## src/rtl/cc_row_sequencer.sv

```systemverilog
// cc_row_sequencer: paces road rows into the row mux and strobes the row shift register and LFSR.
// Optional feature CC_ROWSEQ_DISTANCE_EN adds a saturating count of RUN rows on the distance output.
module cc_row_sequencer #(
  parameter int unsigned ROWSEQ_SELECTWIDTH = 2,
  parameter int unsigned ROWSEQ_SPEEDWIDTH  = 2,
  parameter int unsigned ROWSEQ_PERIODWIDTH = 24,
  parameter int unsigned ROWSEQ_BASE_PERIOD = 12500000,
  parameter int unsigned ROWSEQ_CLEAR_ROWS  = 4,
  parameter int unsigned ROWSEQ_GAP_ROWS    = 2,
  parameter int unsigned ROWSEQ_FLASH_ROWS  = 6
) (
  input  logic                          CC_ROWSEQ_CLOCK_50,
  input  logic                          CC_ROWSEQ_RESET_InLow,
  input  logic                          CC_ROWSEQ_start_InLow,
  input  logic                          CC_ROWSEQ_pause_InHigh,
  input  logic                          CC_ROWSEQ_gameover_InHigh,
  input  logic [ROWSEQ_SPEEDWIDTH-1:0]  CC_ROWSEQ_speed_InBUS,
  output logic [ROWSEQ_SELECTWIDTH-1:0] CC_ROWSEQ_select_OutBUS,
  output logic                          CC_ROWSEQ_load_OutHigh,
  output logic                          CC_ROWSEQ_randnext_OutHigh,
  output logic                          CC_ROWSEQ_busy_OutHigh,
  output logic [15:0]                   CC_ROWSEQ_distance_OutBUS
);

  localparam int unsigned RowCntWidth = 8;
  localparam int unsigned DistWidth   = 16;

  localparam logic [ROWSEQ_SELECTWIDTH-1:0] SelClear = ROWSEQ_SELECTWIDTH'(0);
  localparam logic [ROWSEQ_SELECTWIDTH-1:0] SelFill  = ROWSEQ_SELECTWIDTH'(1);
  localparam logic [ROWSEQ_SELECTWIDTH-1:0] SelRand  = ROWSEQ_SELECTWIDTH'(2);

  localparam logic [31:0]            BasePeriod = 32'(ROWSEQ_BASE_PERIOD);
  localparam logic [RowCntWidth-1:0] LastClear  = RowCntWidth'(ROWSEQ_CLEAR_ROWS - 1);
  localparam logic [RowCntWidth-1:0] LastGap    = RowCntWidth'(ROWSEQ_GAP_ROWS - 1);
  localparam logic [RowCntWidth-1:0] LastFlash  = RowCntWidth'(ROWSEQ_FLASH_ROWS - 1);

  typedef enum logic [1:0] {StIdle, StClear, StRun, StFlash} state_t;
  typedef enum logic {PhRandom, PhGap} phase_t;

  state_t                         stateQ, stateD;
  phase_t                         phaseQ, phaseD;
  logic [RowCntWidth-1:0]         rowCntQ, rowCntD;
  logic [ROWSEQ_PERIODWIDTH-1:0]  prescQ, prescD;
  logic [ROWSEQ_SELECTWIDTH-1:0]  selectQ, selectD;
  logic                           loadQ, loadD;
  logic                           randNextQ, randNextD;
  logic                           busyQ, busyD;

  logic [ROWSEQ_PERIODWIDTH-1:0]  reloadC;
  logic                           abortC;
  logic                           tickC;

  // Row period at the current speed; only consumed at a prescaler reload.
  assign reloadC = ROWSEQ_PERIODWIDTH'((BasePeriod >> CC_ROWSEQ_speed_InBUS) - 32'd1);

  always_ff @(posedge CC_ROWSEQ_CLOCK_50 or negedge CC_ROWSEQ_RESET_InLow) begin
    if (!CC_ROWSEQ_RESET_InLow) begin
      stateQ    <= StIdle;
      phaseQ    <= PhRandom;
      rowCntQ   <= '0;
      prescQ    <= '0;
      selectQ   <= SelClear;
      loadQ     <= 1'b0;
      randNextQ <= 1'b0;
      busyQ     <= 1'b0;
    end else begin
      stateQ    <= stateD;
      phaseQ    <= phaseD;
      rowCntQ   <= rowCntD;
      prescQ    <= prescD;
      selectQ   <= selectD;
      loadQ     <= loadD;
      randNextQ <= randNextD;
      busyQ     <= busyD;
    end
  end

  always_comb begin
    stateD    = stateQ;
    phaseD    = phaseQ;
    rowCntD   = rowCntQ;
    prescD    = prescQ;
    selectD   = selectQ;
    loadD     = 1'b0;
    randNextD = 1'b0;
    abortC    = CC_ROWSEQ_gameover_InHigh && (stateQ == StClear || stateQ == StRun);
    tickC     = (prescQ == '0);

    if (abortC) begin
      // Game over beats a coincident tick and ignores pause; the aborted row is never loaded.
      stateD  = StFlash;
      rowCntD = '0;
      prescD  = reloadC;
    end else if (!CC_ROWSEQ_pause_InHigh) begin
      if (stateQ != StIdle) begin
        prescD = tickC ? reloadC : prescQ - ROWSEQ_PERIODWIDTH'(1);
        loadD  = tickC;
      end
      case (stateQ)
        StIdle: begin
          selectD = SelClear;
          if (!CC_ROWSEQ_start_InLow) begin
            stateD  = StClear;
            rowCntD = '0;
            prescD  = reloadC;
          end
        end
        StClear: begin
          if (tickC) begin
            selectD = SelClear;
            if (rowCntQ == LastClear) begin
              stateD  = StRun;
              phaseD  = PhRandom;
              rowCntD = '0;
            end else begin
              rowCntD = rowCntQ + RowCntWidth'(1);
            end
          end
        end
        StRun: begin
          if (tickC) begin
            if (phaseQ == PhRandom) begin
              selectD   = SelRand;
              randNextD = 1'b1;
              phaseD    = PhGap;
              rowCntD   = '0;
            end else begin
              selectD = SelClear;
              if (rowCntQ == LastGap) begin
                phaseD  = PhRandom;
                rowCntD = '0;
              end else begin
                rowCntD = rowCntQ + RowCntWidth'(1);
              end
            end
          end
        end
        StFlash: begin
          if (tickC) begin
            selectD = rowCntQ[0] ? SelClear : SelFill;
            if (rowCntQ == LastFlash) begin
              rowCntD = '0;
              stateD  = CC_ROWSEQ_start_InLow ? StIdle : StClear;
            end else begin
              rowCntD = rowCntQ + RowCntWidth'(1);
            end
          end
        end
        default: stateD = StIdle;
      endcase
    end

    busyD = (stateD != StIdle);
  end

  assign CC_ROWSEQ_select_OutBUS    = selectQ;
  assign CC_ROWSEQ_load_OutHigh     = loadQ;
  assign CC_ROWSEQ_randnext_OutHigh = randNextQ;
  assign CC_ROWSEQ_busy_OutHigh     = busyQ;

`ifdef CC_ROWSEQ_DISTANCE_EN
  logic [DistWidth-1:0] distanceQ, distanceD;
  logic                 runLoadC;
  logic                 enterClearC;

  assign runLoadC    = loadD && (stateQ == StRun);
  assign enterClearC = (stateD == StClear) && (stateQ != StClear);

  // Distance restarts with each game and saturates instead of wrapping.
  always_comb begin
    distanceD = distanceQ;
    if (enterClearC) begin
      distanceD = '0;
    end else if (runLoadC && (distanceQ != '1)) begin
      distanceD = distanceQ + DistWidth'(1);
    end
  end

  always_ff @(posedge CC_ROWSEQ_CLOCK_50 or negedge CC_ROWSEQ_RESET_InLow) begin
    if (!CC_ROWSEQ_RESET_InLow) begin
      distanceQ <= '0;
    end else begin
      distanceQ <= distanceD;
    end
  end

  assign CC_ROWSEQ_distance_OutBUS = distanceQ;
`else
  assign CC_ROWSEQ_distance_OutBUS = '0;
`endif

endmodule

```

## config.mk

```make
export PLATFORM = sky130hd
export DESIGN_NAME = cc_row_sequencer
export DESIGN_NICKNAME = d
export VERILOG_FILES = /design/src/rtl/cc_row_sequencer.sv
export SDC_FILE = /design/constraint.sdc
export NUM_CORES = 1
export LEC_CHECK = 0
export CAP_MARGIN = 20
export CORE_MARGIN = 10
export CORE_UTILIZATION = 35
export DETAILED_ROUTE_END_ITERATION = 7
export PLACE_DENSITY = 0.5
export SKIP_LAST_GASP = 1
export SYNTH_ARGS = -nofsm -noshare
export SYNTH_HDL_FRONTEND = slang
export SYNTH_SLANG_ARGS = --single-unit
```

## constraint.sdc

```tcl
create_clock -name CC_ROWSEQ_CLOCK_50 -period 2.85 [get_ports CC_ROWSEQ_CLOCK_50]
set_clock_uncertainty 0.15 [all_clocks]
set_input_delay 0.285 -clock CC_ROWSEQ_CLOCK_50 [delete_from_list [all_inputs] [get_ports CC_ROWSEQ_CLOCK_50]]
set_output_delay 0.285 -clock CC_ROWSEQ_CLOCK_50 [all_outputs]
set_load 0.03 [all_outputs]
```

# [Yosys cells after proc, flatten, opt, wreduce, memory -nomap -nowiden]
# Index checks and enable logic that the tools add are counted.
# Widths: inputs -> output; s select.
[totals] register_bits=40 input_bits=7 elab_cells=85
[op_classes] addsub=3 n_eq_ne=15 n_shift=1 n_mux=46 n_bitwise=2 reduce_logical=10
[ops] op="$mux 24" count=6
[ops] op="$mux 8" count=10
[ops] op="$sub 24x1->24 const B" count=2
[ops] op="$pmux 8 s4" count=1
[ops] op="$logic_not 24->1" count=1
[ops] op="$shr 24x2->24 const A" count=1
[ops] op="$mux 2" count=11
[ops] op="$mux 1" count=15
[ops] op="$ne 3x3->1 const B" count=4
[ops] op="$reduce_and 5->1" count=2
[ops] op="$add 8x1->8 const B" count=1
[ops] op="$eq 8x1->1 const B" count=1
[ops] op="$eq 8x2->1 const B" count=1
[ops] op="$eq 8x3->1 const B" count=1
[ops] op="$pmux 2 s4" count=1
[ops] op="$ne 2x2->1 const B" count=3
[ops] op="$pmux 2 s3" count=1
[ops] op="$reduce_and 6->1" count=1
[ops] op="$reduce_bool 2->1" count=3
[ops] op="$eq 2x2->1 const B" count=2
[ops] op="$ne 2x1->1 const B" count=2
[ops] op="$eq 2x1->1 const B" count=1
[ops] op="$logic_not 2->1" count=1
[ops] op="$not 1->1" count=2
[ops] op="3 further kinds" count=3

# [Longest topological paths before layout]
# Gate-level depths: netlist of the first run.
[depth] depth_word=8 ltp_mapped=9 mapped_depth_nobuf=7

# [Worst setup path after synthesis of the first run]
# No wires, ideal clock.
[synth_path] kind="reg2reg" from="register prescQ[0]" to="register busyQ, in the netlist CC_ROWSEQ_busy_OutHigh" setup_time_ns=0.129 t_arrival_ns=2.196 required_time_ns=2.571 setup_slack_ns=0.375 stages_incl_launch_ff=8 n_path_buf=0 period_less_slack_ns=2.475 path_cell_list="dfrtp_1 > inv_1 > ha_1 > or4b_1 > nor3_4 > nand2_2 > o31a_1 > a2111o_1"
[synth_between] elab_chain_cells=6 elab_cells_between_ends=7
[synth_rtl] element="from (decl)" line_no="43" rtl="logic [ROWSEQ_PERIODWIDTH-1:0] prescQ, prescD;"
[synth_rtl] element="from (signal assigned)" line_no="70" rtl="prescQ <= prescD;"
[synth_rtl] element="$logic_not 24->1 (*)" line_no="87" rtl="tickC = (prescQ == '0);"
[synth_rtl] element="$mux 2 (on tied branches)" line_no="139, 109"
[synth_rtl] element="$pmux 2 s3 (*)" line_no="99" rtl="case (stateQ)"
[synth_rtl] element="$mux 2 (*)" line_no="94" rtl="end else if (!CC_ROWSEQ_pause_InHigh) begin"
[synth_rtl] element="$mux 2 (*)" line_no="89" rtl="if (abortC) begin"
[synth_rtl] element="$reduce_bool 2->1 (*)" line_no="153" rtl="busyD = (stateD != StIdle);"
[synth_rtl] element="named net busyD" line_no="47" rtl="logic busyQ, busyD;"
[synth_rtl] element="to (signal assigned)" line_no="74" rtl="busyQ <= busyD;"
[synth_rtl] element="to (decl)" line_no="47"
# The timed path passes the listed nets; every way through them passes the cells marked *.
# A chain may end at the register's enable or synchronous reset.

# [Final worst setup path of the first run]
[layout_path] from="register prescQ[0]" to="register rowCntQ[5]"
[layout_between] elab_chain_cells=3 elab_cells_between_ends=5
[layout_rtl] element="$logic_not 24->1 (*)" line_no="87"
[layout_rtl] element="$ne 3x3->1 (no line)"
[layout_rtl] element="$reduce_and 5->1 (no line) (*)"
[layout_rtl] element="to (signal assigned)" line_no="69" rtl="rowCntQ <= rowCntD;"
[layout_rtl] element="to (decl)" line_no="42" rtl="logic [RowCntWidth-1:0] rowCntQ, rowCntD;"
# Mark *: on every way between the ends. The rest lies on a longest branch, timed or not.

==> run summary, run 1 <==
vias per inst - 5.97
row count - 35
initial antenna violation count - 0
RSZ-0062 raised after global routing - false
final critical-path share of the clock period - 93.4%
core area - 9280 um^2
Setup CP Type - flop to flop
vias in the first global route - 3198
Critical Path AT - 2.73 ns
cell area after synthesis - 3340 um^2
cts hold-fix bufs - 0
Wirelength per Cell - 19.5 um
Worst EP required - 2.92 ns
worst vdd ir - 0.000419 V
Netlist cell types - 72
routed wire length - 10900 um
Synth Area in Compound Gates - 30.6%
Syn Area/Cell - 8.18 um^2
DP Cell Count - 553
CP max FO - 14
final setup TNS - 0 ns
WHS - -0.0243 ns
Die Span X - 118 um
via count - 3350
Clk pin slew, worst setup/hold paths - 0.09 ns
area of the multi-input gates - 2090 um^2
worst skew pair latency - 0.30 ns
Pre-antenna DRT Iters - 7
Startpoint Class - flop
Residual DRC - 0
failing checks - negative hold slack
Area contributors post-synth - dfrtp_1, a21oi_1, buf_4
FMAX - 0.376 GHz
H-tree Lvls - 2
first-pass GRT wire length - 17800 um
FF/Latch Area - 1000 um^2
slew at the pin closest to its max-slew limit - 0.967 ns
max_slew headroom - 35.5%
Final nets - 447
Post-Synth Adder-Cell Area - 3.37%
Leak - 1.52 nW
Syn Inst Count - 408
root buf cell - clkbuf_8
Synthesis Warnings - 0
sequential-to-total area share from yosys stat - 30.0%
max cap viols - 0
power density over cell area - 829 nW/um^2
Slew Viols, Final - 0
TritonCTS clock tree - done
worst hold path class - primary input to async pin
Final Non-Filler Cells - 561
gr ovfl total - 0
largest family of logic cells by synthesized area - compound AO/OA/AOI/OAI gates
post-synthesis xor/xnor area fraction - 2.10%
status - finished with violations
simple-gate share of the synthesized area - 23.4%
Final Hold Viols - 18
Worst setup EP type - flop
clock sinks - 40
setup slack, reg-to-reg - 0.19 ns
fillers - 981
ANT cells - 0
hpwl dp - 8050 um
slack of the critical path - 0.188 ns
CTS Buf Count - 5
Antenna Nets Post-Route - 0
EDFF count, synth - 0
min Tclk post-route - 2.66 ns
final setup fails - 0
PortBufs - 11
starting density of the core - 36.0%
Die H - 118 um
Yosys top cell area share - 30.0%
IO Count - 28
mux contribution to synthesized area - 0.900%
layout cells sized above 1 - 14.4%
Routability Congestion - 0.913
async set or reset register ratio after synthesis - 100%
Initial DRC Count - 458
All-Layer GR Usage - 15.5%
Area Growth Syn to Fin - 13.5%
pre-CTS WS - 0.0849 ns
synthesized flop and latch total - 40
largest net degree at the start of global routing - 41
biggest area consumer among synthesized cells - dfrtp_1
ys flop type - dfrtp_1
Longest Clk Path Bufs - 2
Post-CTS Setup Inserts - 0
area of the die - 13800 um^2
==> timing repair <==
action	CTS	global route
hold endpoints to repair	0	0
resized for setup	0	2
endpoints found under the setup margin	0	5
==> flip-flops by register name, summed over array words and instances (netlist names) <==
name and count:
CC_ROWSEQ_busy_OutHigh 1, phaseQ 1, CC_ROWSEQ_load_OutHigh 1, prescQ 24
stateQ 2, rowCntQ 8, CC_ROWSEQ_select_OutBUS 2, CC_ROWSEQ_randnext_OutHigh 1
==> cell usage in the layout (no fill, tap or decap), types with 7 or more instances in the layout <==
master / Yosys / layout
ha_1: 9 / 9
inv_1: 13 / 13
conb_1: 1 / 16
or3_1: 7 / 7
nand2_1: 33 / 33
nor3_1: 13 / 13
or4_1: 7 / 7
o21ai_0: 21 / 21
buf_4: 17 / 39
nand2b_1: 7 / 7
dfrtp_1: 40 / 40
o31ai_1: 13 / 13
o211ai_1: 8 / 8
a21o_1: 7 / 7
clkdlybuf4s50_1: 0 / 10
nor2_1: 19 / 19
nand3_1: 11 / 11
a21oi_1: 27 / 27
o31a_1: 7 / 7
a22o_1: 7 / 7
nor4_1: 14 / 13
==> per-stage QoR <==
step	power (mW)	util, %	cell area, um^2
after floorplan	2.15	-	3390
after global placement	2.69	39.7	3680
after detailed placement	2.70	39.7	3680
after CTS	3.12	40.7	3780
after global routing	3.39	40.8	3790
final	3.14	40.8	3790
==> logic make-up after synthesis <==
family / count (synthesis)
AO/OA/AOI/OAI: 144
XOR/XNOR: 8
adder cells (fa/ha/maj): 9
buffers and inverters: 62
flip-flops: 40
multiplexers: 3
other: 1
AND/OR/NAND/NOR: 141
==> final cells by class <==
class                   count  share of cell area [%]
well taps                 129                    4.26
inverters                  13                    1.29
clock inverters             2                   0.264
clock buffers               6                    2.18
flip-flops and latches     40                    26.4
multi-input cells         321                    55.1
repair buffers             50                    10.5
==> power breakdown <==
group	internal, mW	total (mW)	switching [mW]	leakage, nW
sequential	0.748	1.01	0.263	0.486
combinational	0.729	1.72	0.992	0.988
clock	0.194	0.409	0.215	0.0510
==> path summary, 6_finish.rpt <==
kind                                                   from                         end  cells after the start
hold reg to reg                  CC_ROWSEQ_select_OutBUS[0]  CC_ROWSEQ_select_OutBUS[0]                      1
max in group asynchronous             CC_ROWSEQ_RESET_InLow                  prescQ[16]                      1
setup reg to reg                                  prescQ[0]                  rowCntQ[5]                      7
min in group CC_ROWSEQ_CLOCK_50  CC_ROWSEQ_select_OutBUS[0]  CC_ROWSEQ_select_OutBUS[0]                      1
setup / recovery                                  prescQ[0]                  rowCntQ[5]                      7
hold / removal                        CC_ROWSEQ_RESET_InLow                   prescQ[9]                      1
==> per-layer routing <==
layer	part of all wire [%]	GRT usage [%]
met4	1.8	4.87
met5	0	0
met3	8.5	2.54
met1	47	22.4
met2	43	22.7
==> worst max-delay path, stage by stage, from the launching register on <==
cell and delay (ns):
dfrtp_1 0.42, inv_1 0.11, ha_1 0.17, or4b_1 0.53, nor4_2 0.30, a21boi_2 0.20, or4_1 0.55, a21oi_1 0.15
==> synth_stat cells, types with 5 or more instances <==
cell,count
o31ai_1,13
a211oi_1,5
nor3_1,13
a21o_1,7
o211ai_1,8
o21ai_0,21
ha_1,9
or4_1,7
a221oi_1,5
or3_1,7
a22o_1,7
inv_1,13
dfrtp_1,40
a21oi_1,27
nand2b_1,7
buf_4,17
o31a_1,7
nor2_1,19
nor4_1,14
a222oi_1,5
nand3_1,11
nand2_1,33
clkbuf_1,22
No activity file was read; power rests on OpenSTA's default activity.
==> run 2: changes to the inputs <==
--- a/config.mk
+++ b/config.mk
@@ -5,11 +5,11 @@
 export SDC_FILE = /design/constraint.sdc
 export NUM_CORES = 1
 export LEC_CHECK = 0
-export CAP_MARGIN = 20
+export CAP_MARGIN = 10
 export CORE_MARGIN = 10
-export CORE_UTILIZATION = 35
+export CORE_UTILIZATION = 55
 export DETAILED_ROUTE_END_ITERATION = 7
-export PLACE_DENSITY = 0.5
+export PLACE_DENSITY = 0.73
 export SKIP_LAST_GASP = 1
 export SYNTH_ARGS = -nofsm -noshare
 export SYNTH_HDL_FRONTEND = slang
==> run 2 against run 1 <==
  * The flow still finishes with violations (negative hold slack)
  * Sequential power barely moved
  * Highest routed layer unchanged
  * Critical path depth did not move
  * Global-route usage rose by 4.4 points
  * Largest power group unchanged
  * Count of clock-buffer cells in the layout rose by 1
  * Sequential cell count did not move
  * Via count rose by 3.6%
  * Combinational power fell by 3%
  * Final area fell by 3.2%
  * Core utilization rose by 21 points
  * Clock power rose by 2%
  * Register-to-register slack barely moved
  * Worst hold slack improved by 0.0076 ns
==> run summary, run 2 (same netlist as run 1, synthesis figures left out) <==
design area - 3670 um^2 (-3.2%)
worst vdd ir - 0.000578 V (+38%)
Pre-antenna DRT Iters - 7 (unchanged)
worst hold path class - primary input to async pin
ANT cells - 0 (unchanged)
Largest Register - prescQ
TritonCTS clock tree - done
gr ovfl total - 0 (unchanged)
power density over cell area - 845 nW/um^2 (+1.9%)
clock sinks - 40 (unchanged)
max_slew headroom - 35.0% (-0.53 points)
Startpoint Class - flop
most common cell after layout, fill and taps aside - dfrtp_1
Largest regs - prescQ: 24 flops, rowCntQ: 8 flops
Residual DRC - 0 (unchanged)
hpwl dp - 7340 um (-8.8%)
Core Util, Final - 61.9% (+21 points)
Wirelength per Cell - 20.1 um (+3.3%)
starting density of the core - 56.4% (+20 points)
RSZ-0062 raised after global routing - false
FMAX - 0.374 GHz (-0.51%)
Slew Viols, Final - 0 (unchanged)
H-tree Lvls - 2 (unchanged)
failing checks - negative hold slack
status - finished with violations
Die Span X - 97.9 um (-17%)
Final nets - 441 (-1.3%)
IO Count - 28 (unchanged)
worst skew pair latency - 0.30 ns (about the same)
max cap viols - 0 (unchanged)
area of the die - 9590 um^2 (-31%)
Critical Path AT - 2.76 ns (+0.03 ns)
Area Growth Syn to Fin - 9.82%
layout cells sized above 1 - 12.4% (-1.9 points)
Resized Gates After CTS - 0 (unchanged)
first-pass GRT wire length - 16200 um (-8.9%)
CTS Buf Count - 5 (unchanged)
fillers - 549 (-44%)
initial antenna violation count - 0 (unchanged)
Leak - 1.49 nW (-2.3%)
via count - 3471 (+3.6%)
root buf cell - clkbuf_8
core area - 5920 um^2 (-36%)
CP max FO - 11 (-3)
routed wire length - 10100 um (-7.7%)
Post-CTS Setup Inserts - 0 (unchanged)
Largest register FFs - 24 (unchanged)
R2R depth - 7 (unchanged)
vias per inst - 6.93 (+16%)
Die H - 97.9 um (-17%)
Initial DRC Count - 433 (-5.5%)
Setup CP Type - flop to flop
All-Layer GR Usage - 19.9% (+4.4 points)
WHS - -0.0167 ns (+0.00760 ns)
Worst setup EP type - flop
Total Power - 3.10 mW (-1.4%)
min Tclk post-route - 2.68 ns (+0.0135 ns)
final setup TNS - 0 ns (unchanged)
placed cell area - 3570 um^2 (-3.1%)
Clk pin slew, worst setup/hold paths - 0.09 ns (about the same)
largest net degree at the start of global routing - 41 (unchanged)
final critical-path share of the clock period - 93.9% (+0.47 points)
Routability Congestion - 0.970 (+6.3%)
PortBufs - 11 (unchanged)
FF/Latch Area - 1000 um^2 (unchanged)
Antenna Nets Post-Route - 0 (unchanged)
Worst EP required - 2.93 ns (about the same)
Final Hold Viols - 40 (+22)
cts hold-fix bufs - 0 (unchanged)
area of the multi-input gates - 2080 um^2 (-0.48%)
row count - 28 (-20%)
final setup fails - 0 (unchanged)
slew at the pin closest to its max-slew limit - 0.975 ns (+0.00794 ns)
Longest Clk Path Bufs - 2 (unchanged)
most frequent cells in the layout - dfrtp_1, nand2_1, buf_4
vias in the first global route - 3193 (-0.16%)
-- run 2: metal layers --
metal | global-route usage (%) | wire, um
met2 | 30.7 | 4310
met3 | 4.44 | 1080
met4 | 6.71 | 277
met5 | 0 | 0
met1 | 26.8 | 4430
-- run 2: worst paths after layout --
path / startpoint / end / slack (ns)
min in group CC_ROWSEQ_CLOCK_50: CC_ROWSEQ_select_OutBUS[1] / CC_ROWSEQ_select_OutBUS[1] / 0.34
max in group asynchronous: CC_ROWSEQ_RESET_InLow / prescQ[17] / 1.97
max: prescQ[0] / rowCntQ[7] / 0.17
min reg2reg: CC_ROWSEQ_select_OutBUS[1] / CC_ROWSEQ_select_OutBUS[1] / 0.34
max reg2reg: prescQ[0] / rowCntQ[7] / 0.17
min: CC_ROWSEQ_RESET_InLow / CC_ROWSEQ_load_OutHigh / -0.02
-- run 2: stage by stage --
stage | std cells | worst slack [ns]
finish | 501 | 0.174
global route | 501 | 0.0117
CTS | 501 | 0.190
detailed placement | 493 | 0.180
global placement | 493 | 0.242
floorplan | 423 | 0.375
-- run 2: worst max-delay path: stages (launching register included) --
cell and delay, ns:
dfrtp_1 0.42, inv_1 0.11, ha_1 0.17, or4b_1 0.53, nor4_1 0.27, a21boi_1 0.25, or4_1 0.56, a21oi_1 0.15
-- run 2: final cells by class --
| cell class | count | area share (%) |
|---|---|---|
| Sequential cell | 40 | 27.3 |
| Multi-Input combinational cell | 321 | 56.6 |
| Tap cell | 75 | 2.56 |
| Clock buffer | 7 | 2.35 |
| Timing Repair Buffer | 44 | 9.62 |
| Clock inverter | 1 | 0.205 |
| Inverter | 13 | 1.33 |
-- run 2: report_power, final --
part | total (mW) | switching (mW) | internal [mW]
Sequential | 1.00 | 0.255 | 0.748
Combinational | 1.67 | 0.972 | 0.703
Clock | 0.419 | 0.222 | 0.197
Total | 3.10 | 1.45 | 1.65
==> run 3: changes to the inputs <==
--- a/config.mk
+++ b/config.mk
@@ -9,6 +9,7 @@
 export CORE_MARGIN = 10
 export CORE_UTILIZATION = 55
 export DETAILED_ROUTE_END_ITERATION = 7
+export HOLD_SLACK_MARGIN = 0.03
 export PLACE_DENSITY = 0.73
 export SKIP_LAST_GASP = 1
 export SYNTH_ARGS = -nofsm -noshare
==> run 3 against run 2 <==
  * The flow now finishes without violations
  * Critical path depth is the same
  * Routed wire length about the same
  * Clock power about the same
  * Cell count increased by 0.20%
  * Worst hold slack better by 0.36 ns
  * Power up 0.28%
  * Register-to-register slack about the same
  * First-iteration DRC count rose by 15%
  * Non-clock buffer count up 1
  * Final area grew 0.27%
  * Largest power group unchanged
  * Via count down 0.58%
==> run summary, run 3 (same netlist as run 1, synthesis figures left out) <==
initial antenna violation count - 0 (unchanged)
area of the die - 9590 um^2 (unchanged)
gr ovfl total - 0 (unchanged)
H-tree Lvls - 2 (unchanged)
max cap viols - 0 (unchanged)
Top Family by Delay on Critical Path - simple AND/OR/NAND/NOR gates
Critical-path top delay cell - or4_1
largest net degree at the start of global routing - 41 (unchanged)
Die H - 97.9 um (unchanged)
PortBufs - 11 (unchanged)
part of the power in registers - 32.3% (about the same)
CP max FO - 11 (unchanged)
max_slew headroom - 34.8% (-0.14 points)
Net Sw Frac - 46.9% (+0.12 points)
power density over cell area - 845 nW/um^2 (about the same)
layout cells sized above 1 - 12.4% (-0.029 points)
routed wire length - 10100 um (about the same)
Leak - 1.49 nW (+0.28%)
Worst path max stage delay - 0.56 ns (about the same)
ANT cells - 0 (unchanged)
Psw - 1.46 mW (+0.53%)
fillers - 547 (-0.36%)
most common cell after layout, fill and taps aside - dfrtp_1
Area Growth Syn to Fin - 10.1%
P_int - 1.65 mW (about the same)
final setup TNS - 0 ns (unchanged)
Die Span X - 97.9 um (unchanged)
Worst EP required - 2.93 ns (about the same)
Final nets - 442 (+0.23%)
Residual DRC - 0 (unchanged)
final setup fails - 0 (unchanged)
CTS Buf Count - 5 (unchanged)
Wirelength per Cell - 20.1 um (-0.18%)
Pre-antenna DRT Iters - 6 (-1)
Antenna Nets Post-Route - 0 (unchanged)
vias in the first global route - 3193 (unchanged)
hpwl dp - 7340 um (unchanged)
Critical Path AT - 2.76 ns (about the same)
min Tclk post-route - 2.68 ns (+0.00251 ns)
Worst Path Buf+Inv - 1 (unchanged)
Comb power frac - 54.2% (about the same)
TritonCTS clock tree - done
Longest Clk Path Bufs - 2 (unchanged)
Final Hold Viols - 0 (-100%)
RSZ-0062 raised after global routing - false
core area - 5920 um^2 (unchanged)
Setup CP Type - flop to flop
worst skew pair latency - 0.30 ns (about the same)
Slew Viols, Final - 0 (unchanged)
row count - 28 (unchanged)
first-pass GRT wire length - 16200 um (unchanged)
Post-CTS Setup Inserts - 0 (unchanged)
clock sinks - 40 (unchanged)
status - finished, final reports clean
starting density of the core - 56.4% (unchanged)
hold path cells - 1
Resized Gates After CTS - 0 (unchanged)
IO Count - 28 (unchanged)
R2R depth - 7 (unchanged)
worst vdd ir - 0.000580 V (+0.32%)
Largest regs - prescQ: 24 flops, rowCntQ: 8 flops
WHS - 0.344 ns (+0.360 ns)
Clk pin slew, worst setup/hold paths - 0.09 ns (about the same)
Largest Register - prescQ
vias per inst - 6.87 (-0.77%)
final critical-path share of the clock period - 94.0% (about the same)
slew at the pin closest to its max-slew limit - 0.978 ns (+0.00210 ns)
Startpoint Class - flop
Routability Congestion - 0.970 (unchanged)
ordered list of cells on the worst path - inv_1, ha_1, or4b_1, nor4_1, a21boi_1, or4_1, a21oi_1
via count - 3451 (-0.58%)
FMAX - 0.373 GHz (about the same)
Critical Path Stages - 7 (unchanged)
Largest register FFs - 24 (unchanged)
Initial DRC Count - 496 (+15%)
worst hold path class - flop to flop
most frequent cells in the layout - dfrtp_1, nand2_1, buf_4
Worst setup EP type - flop
root buf cell - clkbuf_8
share of power burned in the clock network - 13.5% (about the same)
All-Layer GR Usage - 19.9% (unchanged)
[run 3: repair_timing]
action | CTS | global route
endpoints found under the setup margin | 0 | 0
hold buffers | 1 | 0
endpoints found under the hold margin | 40 | 0
[run 3: layout make-up]
type                            instances  area, um^2  area share (%)
Clock buffer                            7        86.3            2.35
Clock inverter                          1        7.51           0.204
Inverter                               13        48.8            1.33
Multi-Input combinational cell        321        2080            56.5
Sequential cell                        40        1000            27.2
Tap cell                               75        93.8            2.55
Timing Repair Buffer                   45         363            9.87
[run 3: layer usage]
metal  up-vias  routed length [um]  global-route usage (%)
li1       1568                   -                       -
met3        22                1090                    4.44
met4         0                 243                    6.71
met2       227                4370                    30.7
met5         -                   0                       0
met1      1634                4400                    26.8
[run 3: worst register-to-register path, delay by kind of cell (launching register included)]
kind / cells / cell delay, ns
simple gates: 3 / 1.36
compound gates: 2 / 0.41
buf+inv: 1 / 0.11
flops: 1 / 0.42
fa+ha+maj: 1 / 0.17
[run 3: path summary, 6_finish.rpt]
kind                                             from  slack [ns]                         end
min reg2reg                CC_ROWSEQ_select_OutBUS[1]        0.34  CC_ROWSEQ_select_OutBUS[1]
min in group asynchronous       CC_ROWSEQ_RESET_InLow        0.52                   prescQ[6]
min                        CC_ROWSEQ_select_OutBUS[1]        0.34  CC_ROWSEQ_select_OutBUS[1]
max in group asynchronous       CC_ROWSEQ_RESET_InLow        1.42                  prescQ[17]
max                                         prescQ[0]        0.17                  rowCntQ[7]
max reg2reg                                 prescQ[0]        0.17                  rowCntQ[7]
[run 3: through the flow]
stage	cells	utilization, %	area (um^2)	total power, mW	setup slack, ns
6_report	502	62.1	3680	3.11	0.172
4_1_cts	502	62.1	3680	3.05	0.190
5_1_grt	502	62.1	3680	3.31	0.0117
2_1_floorplan	423	-	3390	2.15	0.375
3_5_place_dp	493	60.3	3570	2.64	0.180
3_3_place_gp	493	60.3	3570	2.59	0.242
[run 3: power groups by stage]
stage	combinational (mW)	clock (mW)	sequential, mW
floorplan	1.23	0	0.927
global route	1.84	0.436	1.03
detailed placement	1.64	0	1.00
finish	1.68	0.420	1.00
global placement	1.59	0	0.993
CTS	1.64	0.418	0.992
